<file path="config.mk">
export PLATFORM = sky130hd
export DESIGN_NAME = logic_unit_pipe
export DESIGN_NICKNAME = d
export VERILOG_FILES = /design/src/rtl/alu_pkg.sv /design/src/rtl/logic_array.sv /design/src/rtl/logic_unit_pipe.sv
export SDC_FILE = /design/constraint.sdc
export NUM_CORES = 1
export LEC_CHECK = 0
export ABC_CLOCK_PERIOD_IN_PS = 2750
export CAP_MARGIN = 20
export CORE_ASPECT_RATIO = 0.9
export CORE_MARGIN = 10
export CORE_UTILIZATION = 35
export DETAILED_ROUTE_END_ITERATION = 12
export MAX_ROUTING_LAYER = met4
export PLACE_DENSITY_LB_ADDON = 0.08
export SYNTH_ARGS = -nofsm -noshare
export SYNTH_HDL_FRONTEND = slang
export SYNTH_SLANG_ARGS = --single-unit
export TNS_END_PERCENT = 100
</file>
<file path="constraint.sdc">
create_clock -name clk -period 2.75 [get_ports clk]
set_input_delay 0.275 -clock clk [delete_from_list [all_inputs] [get_ports clk]]
set_output_delay 0.275 -clock clk [all_outputs]
set_load 0.01 [all_outputs]
</file>
<file path="src/rtl/alu_pkg.sv">
// alu_pkg: shared opcode encoding for the ALU logic datapath
package alu_pkg;
  localparam int OPW = 3;
  localparam logic [2:0] OP_AND  = 3'd0;
  localparam logic [2:0] OP_OR   = 3'd1;
  localparam logic [2:0] OP_XOR  = 3'd2;
  localparam logic [2:0] OP_NOR  = 3'd3;
  localparam logic [2:0] OP_ANDN = 3'd4;
  localparam logic [2:0] OP_ORN  = 3'd5;
endpackage

</file>
<file path="src/rtl/logic_array.sv">
// logic_array: per-bit gate array selecting one bitwise op; undefined ops yield 0
module logic_array #(
  parameter int WIDTH = 32,
  parameter int OPW   = alu_pkg::OPW
) (
  input  logic [OPW-1:0]   op,
  input  logic [WIDTH-1:0] a,
  input  logic [WIDTH-1:0] b,
  output logic [WIDTH-1:0] res
);
  import alu_pkg::*;
  logic w_and, w_or, w_xor, w_nor, w_andn, w_orn;
  assign w_and  = op == OPW'(OP_AND);
  assign w_or   = op == OPW'(OP_OR);
  assign w_xor  = op == OPW'(OP_XOR);
  assign w_nor  = op == OPW'(OP_NOR);
  assign w_andn = op == OPW'(OP_ANDN);
  assign w_orn  = op == OPW'(OP_ORN);
  for (genvar i = 0; i < WIDTH; i++) begin : g_bit
    assign res[i] = (w_and  & a[i] & b[i])
                  | (w_or   & (a[i] | b[i]))
                  | (w_xor  & (a[i] ^ b[i]))
                  | (w_nor  & ~(a[i] | b[i]))
                  | (w_andn & a[i] & ~b[i])
                  | (w_orn  & (a[i] | ~b[i]));
  end
endmodule

</file>
<file path="src/rtl/logic_unit_pipe.sv">
// logic_unit_pipe: two-stage valid/ready pipelined bitwise logic unit with zero and illegal-op flags
module logic_unit_pipe #(
  parameter int WIDTH = 32,
  parameter int OPW   = alu_pkg::OPW
) (
  input  logic             clk,
  input  logic             reset,
  input  logic             in_valid,
  output logic             in_ready,
  input  logic [OPW-1:0]   op,
  input  logic [WIDTH-1:0] a,
  input  logic [WIDTH-1:0] b,
  output logic             out_valid,
  input  logic             out_ready,
  output logic [WIDTH-1:0] res,
  output logic             zero,
  output logic             illegal
);
  import alu_pkg::*;
  logic             r_s1_valid, r_s2_valid;
  logic [OPW-1:0]   r_s1_op;
  logic [WIDTH-1:0] r_s1_a, r_s1_b, r_res;
  logic             r_zero, r_illegal;
  logic             w_s1_adv, w_accept, w_illegal;
  logic [WIDTH-1:0] w_res;
  // S1 moves on whenever S2 is empty or draining; in_ready never looks at in_valid
  assign w_s1_adv = r_s1_valid && (!r_s2_valid || out_ready);
  assign in_ready = !r_s1_valid || w_s1_adv;
  assign w_accept = in_valid && in_ready;
  assign w_illegal = r_s1_op > OPW'(OP_ORN);
  logic_array #(.WIDTH(WIDTH), .OPW(OPW)) u_array (
    .op (r_s1_op),
    .a  (r_s1_a),
    .b  (r_s1_b),
    .res(w_res)
  );
  // Stage 1: capture operands on input handshake
  always_ff @(posedge clk or posedge reset) begin
    if (reset) begin
      r_s1_valid <= 1'b0;
      r_s1_op    <= '0;
      r_s1_a     <= '0;
      r_s1_b     <= '0;
    end else begin
      r_s1_valid <= w_accept || (r_s1_valid && !w_s1_adv);
      if (w_accept) begin
        r_s1_op <= op;
        r_s1_a  <= a;
        r_s1_b  <= b;
      end
    end
  end
  // Stage 2: capture result and flags when S1 advances, empty on consumer handshake
  always_ff @(posedge clk or posedge reset) begin
    if (reset) begin
      r_s2_valid <= 1'b0;
      r_res      <= '0;
      r_zero     <= 1'b0;
      r_illegal  <= 1'b0;
    end else if (w_s1_adv) begin
      r_s2_valid <= 1'b1;
      r_res      <= w_res;
      r_zero     <= ~|w_res;
      r_illegal  <= w_illegal;
    end else if (out_ready) begin
      r_s2_valid <= 1'b0;
    end
  end
  assign out_valid = r_s2_valid;
  assign res       = r_res;
  assign zero      = r_zero;
  assign illegal   = r_illegal;
endmodule

</file>
==> results_dict.tcl <==
set metrics [dict create \
    cts-buffers-inserted 9 \
    grtUsageMet1 0.2234 \
    wirelength_um 19100 \
    synth_flop_cell "sky130_fd_sc_hd__dfrtp_1" \
    totalNegativeSetupSlack_ns 0 \
    total_nets_after_synthesis 804 \
    tightest_slew_ns 0.6271 \
    worst_setup_path_start_kind "flip-flop" \
    design.portCount 107 \
    grt.busiest_layer "met1" \
    signed_area_change_from_the_synthesized_netlist_to_the_final_layout_pct 23.61 \
    half_perimeter_wire_length_after_placement_um 14370 \
    stdcell_area_um2 8477 \
    ys_top_cells_by_area "sky130_fd_sc_hd__dfrtp_1 (38%), sky130_fd_sc_hd__mux2_2 (13%), sky130_fd_sc_hd__ha_1 (12%)" \
    syn-mean-instance-area_um2 10.25 \
    multi_input_area_um2 3806 \
    post_route_cells_drive_above_1_share 0.1758 \
    globalRouteMet3Util 0.03275 \
    ys.warnings.count 0 \
    report.final.hold_viol_count 0 \
    clkSlewWorstSetupHoldPaths_ns 0.08 \
    r2r-start "r_s1_op[0]" \
    cts.hold.buffers_added 0 \
    first_global_vias 5230 \
    fillcell_total 1819 \
    crit_path_max_fanout 25 \
    antenna_left 0 \
    asyncSetResetFlopFracSynth 1.000 \
    initial_utilization 0.3568 \
    min_period_over_period 0.8502 \
    max-vdd-ir-drop_v 0.0003098 \
    die-width_um 167.6 \
    gr-total-overflow 0 \
    placement.io_buffers 106 \
    final_core_utilization 0.4411 \
    ys_seq_elements 103 \
    status "completed" \
    synth_top_area_share 0.3758 \
    routabilityCongestion 0.8571 \
    max_slew_violation_count 0 \
    num_vias 5219 \
    cts_tree "yes" \
    clock_tree.buffer_depth 2 \
    floorplan.rows 48 \
    placedInstanceArea_um2 8208 \
    num_antenna_cells 0 \
    synth.largest_area_cell "sky130_fd_sc_hd__dfrtp_1" \
    worst-endpoint-required_ns 3.03 \
    max_clock_freq_ghz 0.4277 \
    hold_path.class "in2async" \
    grt_setup_unrepaired "no" \
    critPathLaunch "r_s1_op[0]" \
    power_density_over_cell_area_nw_per_um2 674.7 \
    detail_route.drc_violations 0 \
    drtIter0Drc 295 \
    yosys.cell_types.count 47 \
    post_cts_buffers 0 \
    root_buffer "sky130_fd_sc_hd__clkbuf_16" \
    syn_inst 669 \
    clock_latency_ns 0.37 \
    num-nets-final 898 \
    cellLeakagePower_nw 3.619 \
    globalRouteTotalUtil 0.1518 \
    max-cap-violations 0 \
    r2r.worst_path.cells 6 \
    synth.yosys.seq_area_share 0.3758 \
    total_power_of_the_final_layout_mw 5.719 \
    worst_setup_path_end_kind "flip-flop" \
    setup_viol_count_final 0 \
    avgRoutedWirePerCell_um 18.76 \
    worst_clock_skew_ns 0.01336 \
    die-area_um2 25600 \
    critPathKind "reg2reg" \
    crit-reg2reg-capture "zero" \
    layout.area.seq_um2 2581 \
    synth-edff-count 0 \
    crit_arrival_ns 2.61 \
    cts_num_sinks 103 \
    fin_crit_ns 2.338 \
    viasPerCell 5.127 \
    chipHeight_um 152.8 \
    relSlewSlack 0.5800 \
    synth.cell_area_um2 6858 \
    cts-resized-gates 0 \
    grt_max_degree 104 \
    core_um2 19220 \
    grt_first_pass_wirelength_um 30140 \
    setup_slack_on_the_worst_flop_to_flop_path_ns 0.41 \
    pre_antenna_drt_iters 4 \
    antenna_found_initial 0 \
    htreeDepth 3 \
    global_route.usage.met2 0.2032 \
]
[registers in the layout (all words and copies together) (netlist names)]
register and count:
illegal 1, res 32, out_valid 1, r_s1_b 32, r_s1_op 3, zero 1, r_s1_a 32, r_s1_valid 1
[stage by stage]
stage / cells / setup slack, ns / hold slack, ns
after floorplan: 669 / 0.8913 / 0.3834
after global placement: 1002 / 0.4577 / 0.4716
after detailed placement: 1002 / 0.4492 / 0.4727
after CTS: 1018 / 0.4126 / 0.4601
after global routing: 1018 / 0.2114 / 0.4819
final: 1018 / 0.4120 / 0.4146
[area by class of cell]
cell class | count | area share
clock buffers | 11 | 0.02745
clock inverters | 5 | 0.004280
inverters | 66 | 0.02967
multi-input cells | 456 | 0.4490
flip-flops and latches | 103 | 0.3045
well taps | 250 | 0.03690
repair buffers | 127 | 0.1482
[layer usage]
layer,part of all wire,vias up
met5,0,-
met4,0.010,0
met3,0.047,12
met2,0.41,137
met1,0.53,2511
li1,-,2559
[report_power, final]
part / switching, mW / internal [mW] / leakage [nW]
Combinational: 1.15 / 1.20 / 2.26
Sequential: 0.318 / 1.83 / 1.24
Clock: 0.596 / 0.615 / 0.122
Total: 2.07 / 3.65 / 3.62
[cells in the mapped netlist (4+ instances only)]
library cell	n
sky130_fd_sc_hd__a31oi_1	10
sky130_fd_sc_hd__a22oi_1	23
sky130_fd_sc_hd__ha_1	64
sky130_fd_sc_hd__or3b_2	5
sky130_fd_sc_hd__dfrtp_1	103
sky130_fd_sc_hd__buf_4	5
sky130_fd_sc_hd__o21ai_0	31
sky130_fd_sc_hd__a22o_1	9
sky130_fd_sc_hd__nor4_1	6
sky130_fd_sc_hd__o32a_1	13
sky130_fd_sc_hd__inv_1	66
sky130_fd_sc_hd__nand3b_1	15
sky130_fd_sc_hd__mux2_2	80
sky130_fd_sc_hd__nand2_1	28
sky130_fd_sc_hd__xnor2_1	45
sky130_fd_sc_hd__nor2_1	21
sky130_fd_sc_hd__buf_2	19
sky130_fd_sc_hd__nor3b_1	6
sky130_fd_sc_hd__o21a_1	6
sky130_fd_sc_hd__nor4bb_1	4
sky130_fd_sc_hd__a21oi_1	15
sky130_fd_sc_hd__clkbuf_1	14
sky130_fd_sc_hd__nor2b_1	7
sky130_fd_sc_hd__or4_1	9
sky130_fd_sc_hd__nand3_1	16
sky130_fd_sc_hd__o22ai_1	8
[how the worst max path moves through the flow]
stage	slack (ns)	endpoint
after floorplan	0.89	zero
after global placement	0.46	zero
after CTS	0.41	zero
after global routing	0.21	zero
after detailed placement	0.45	zero
final	0.41	zero
[placed cells by master, fill, tap and decap left out, drive strengths merged, types with 2 or more instances in the layout]
| cell type | Yosys | layout |
|---|---|---|
| nand2b | 3 | 3 |
| a311oi | 4 | 4 |
| buf | 30 | 21 |
| o221ai | 3 | 3 |
| and3b | 4 | 4 |
| nor3b | 6 | 6 |
| nor3 | 2 | 2 |
| xnor2 | 45 | 45 |
| nor4bb | 4 | 4 |
| nand4 | 3 | 3 |
| o21ai | 34 | 34 |
| o31ai | 4 | 4 |
| nand3b | 15 | 15 |
| clkinv | 0 | 2 |
| nor2b | 7 | 7 |
| o32a | 13 | 13 |
| nand3 | 16 | 16 |
| dfrtp | 103 | 103 |
| o22ai | 8 | 8 |
| or2 | 2 | 2 |
| clkdlybuf4s50 | 0 | 106 |
| a22oi | 23 | 23 |
| o21a | 6 | 6 |
| or4 | 9 | 9 |
| nand2 | 28 | 28 |
| a31oi | 10 | 10 |
| o22a | 2 | 2 |
| clkinvlp | 0 | 4 |
| nor4 | 6 | 6 |
| or3b | 5 | 5 |
| a22o | 9 | 9 |
| ha | 64 | 64 |
| clkbuf | 14 | 11 |
| a21oi | 15 | 15 |
| inv | 66 | 65 |
| nor2 | 22 | 22 |
| mux2 | 80 | 80 |
[kinds of logic (layout without fill, tap and decap cells)]
family,after synthesis,in the layout,synth area share
compound gates,133,133,0.1354
simple gates,134,134,0.1129
buf+inv,110,209,0.07024
xor+xnor,45,45,0.05747
fa+ha+maj,64,64,0.1168
mux,80,80,0.1314
flops,103,103,0.3758
[critical path, stage by stage (launching register included)]
cell                      delay, ns
sky130_fd_sc_hd__dfrtp_2       0.65
sky130_fd_sc_hd__nand2_1       0.34
sky130_fd_sc_hd__o31ai_1       0.31
sky130_fd_sc_hd__o21ai_1       0.15
sky130_fd_sc_hd__o41ai_1       0.35
sky130_fd_sc_hd__nand4_1       0.17
sky130_fd_sc_hd__o31ai_2       0.27
Power figures use the tool's default switching activity.
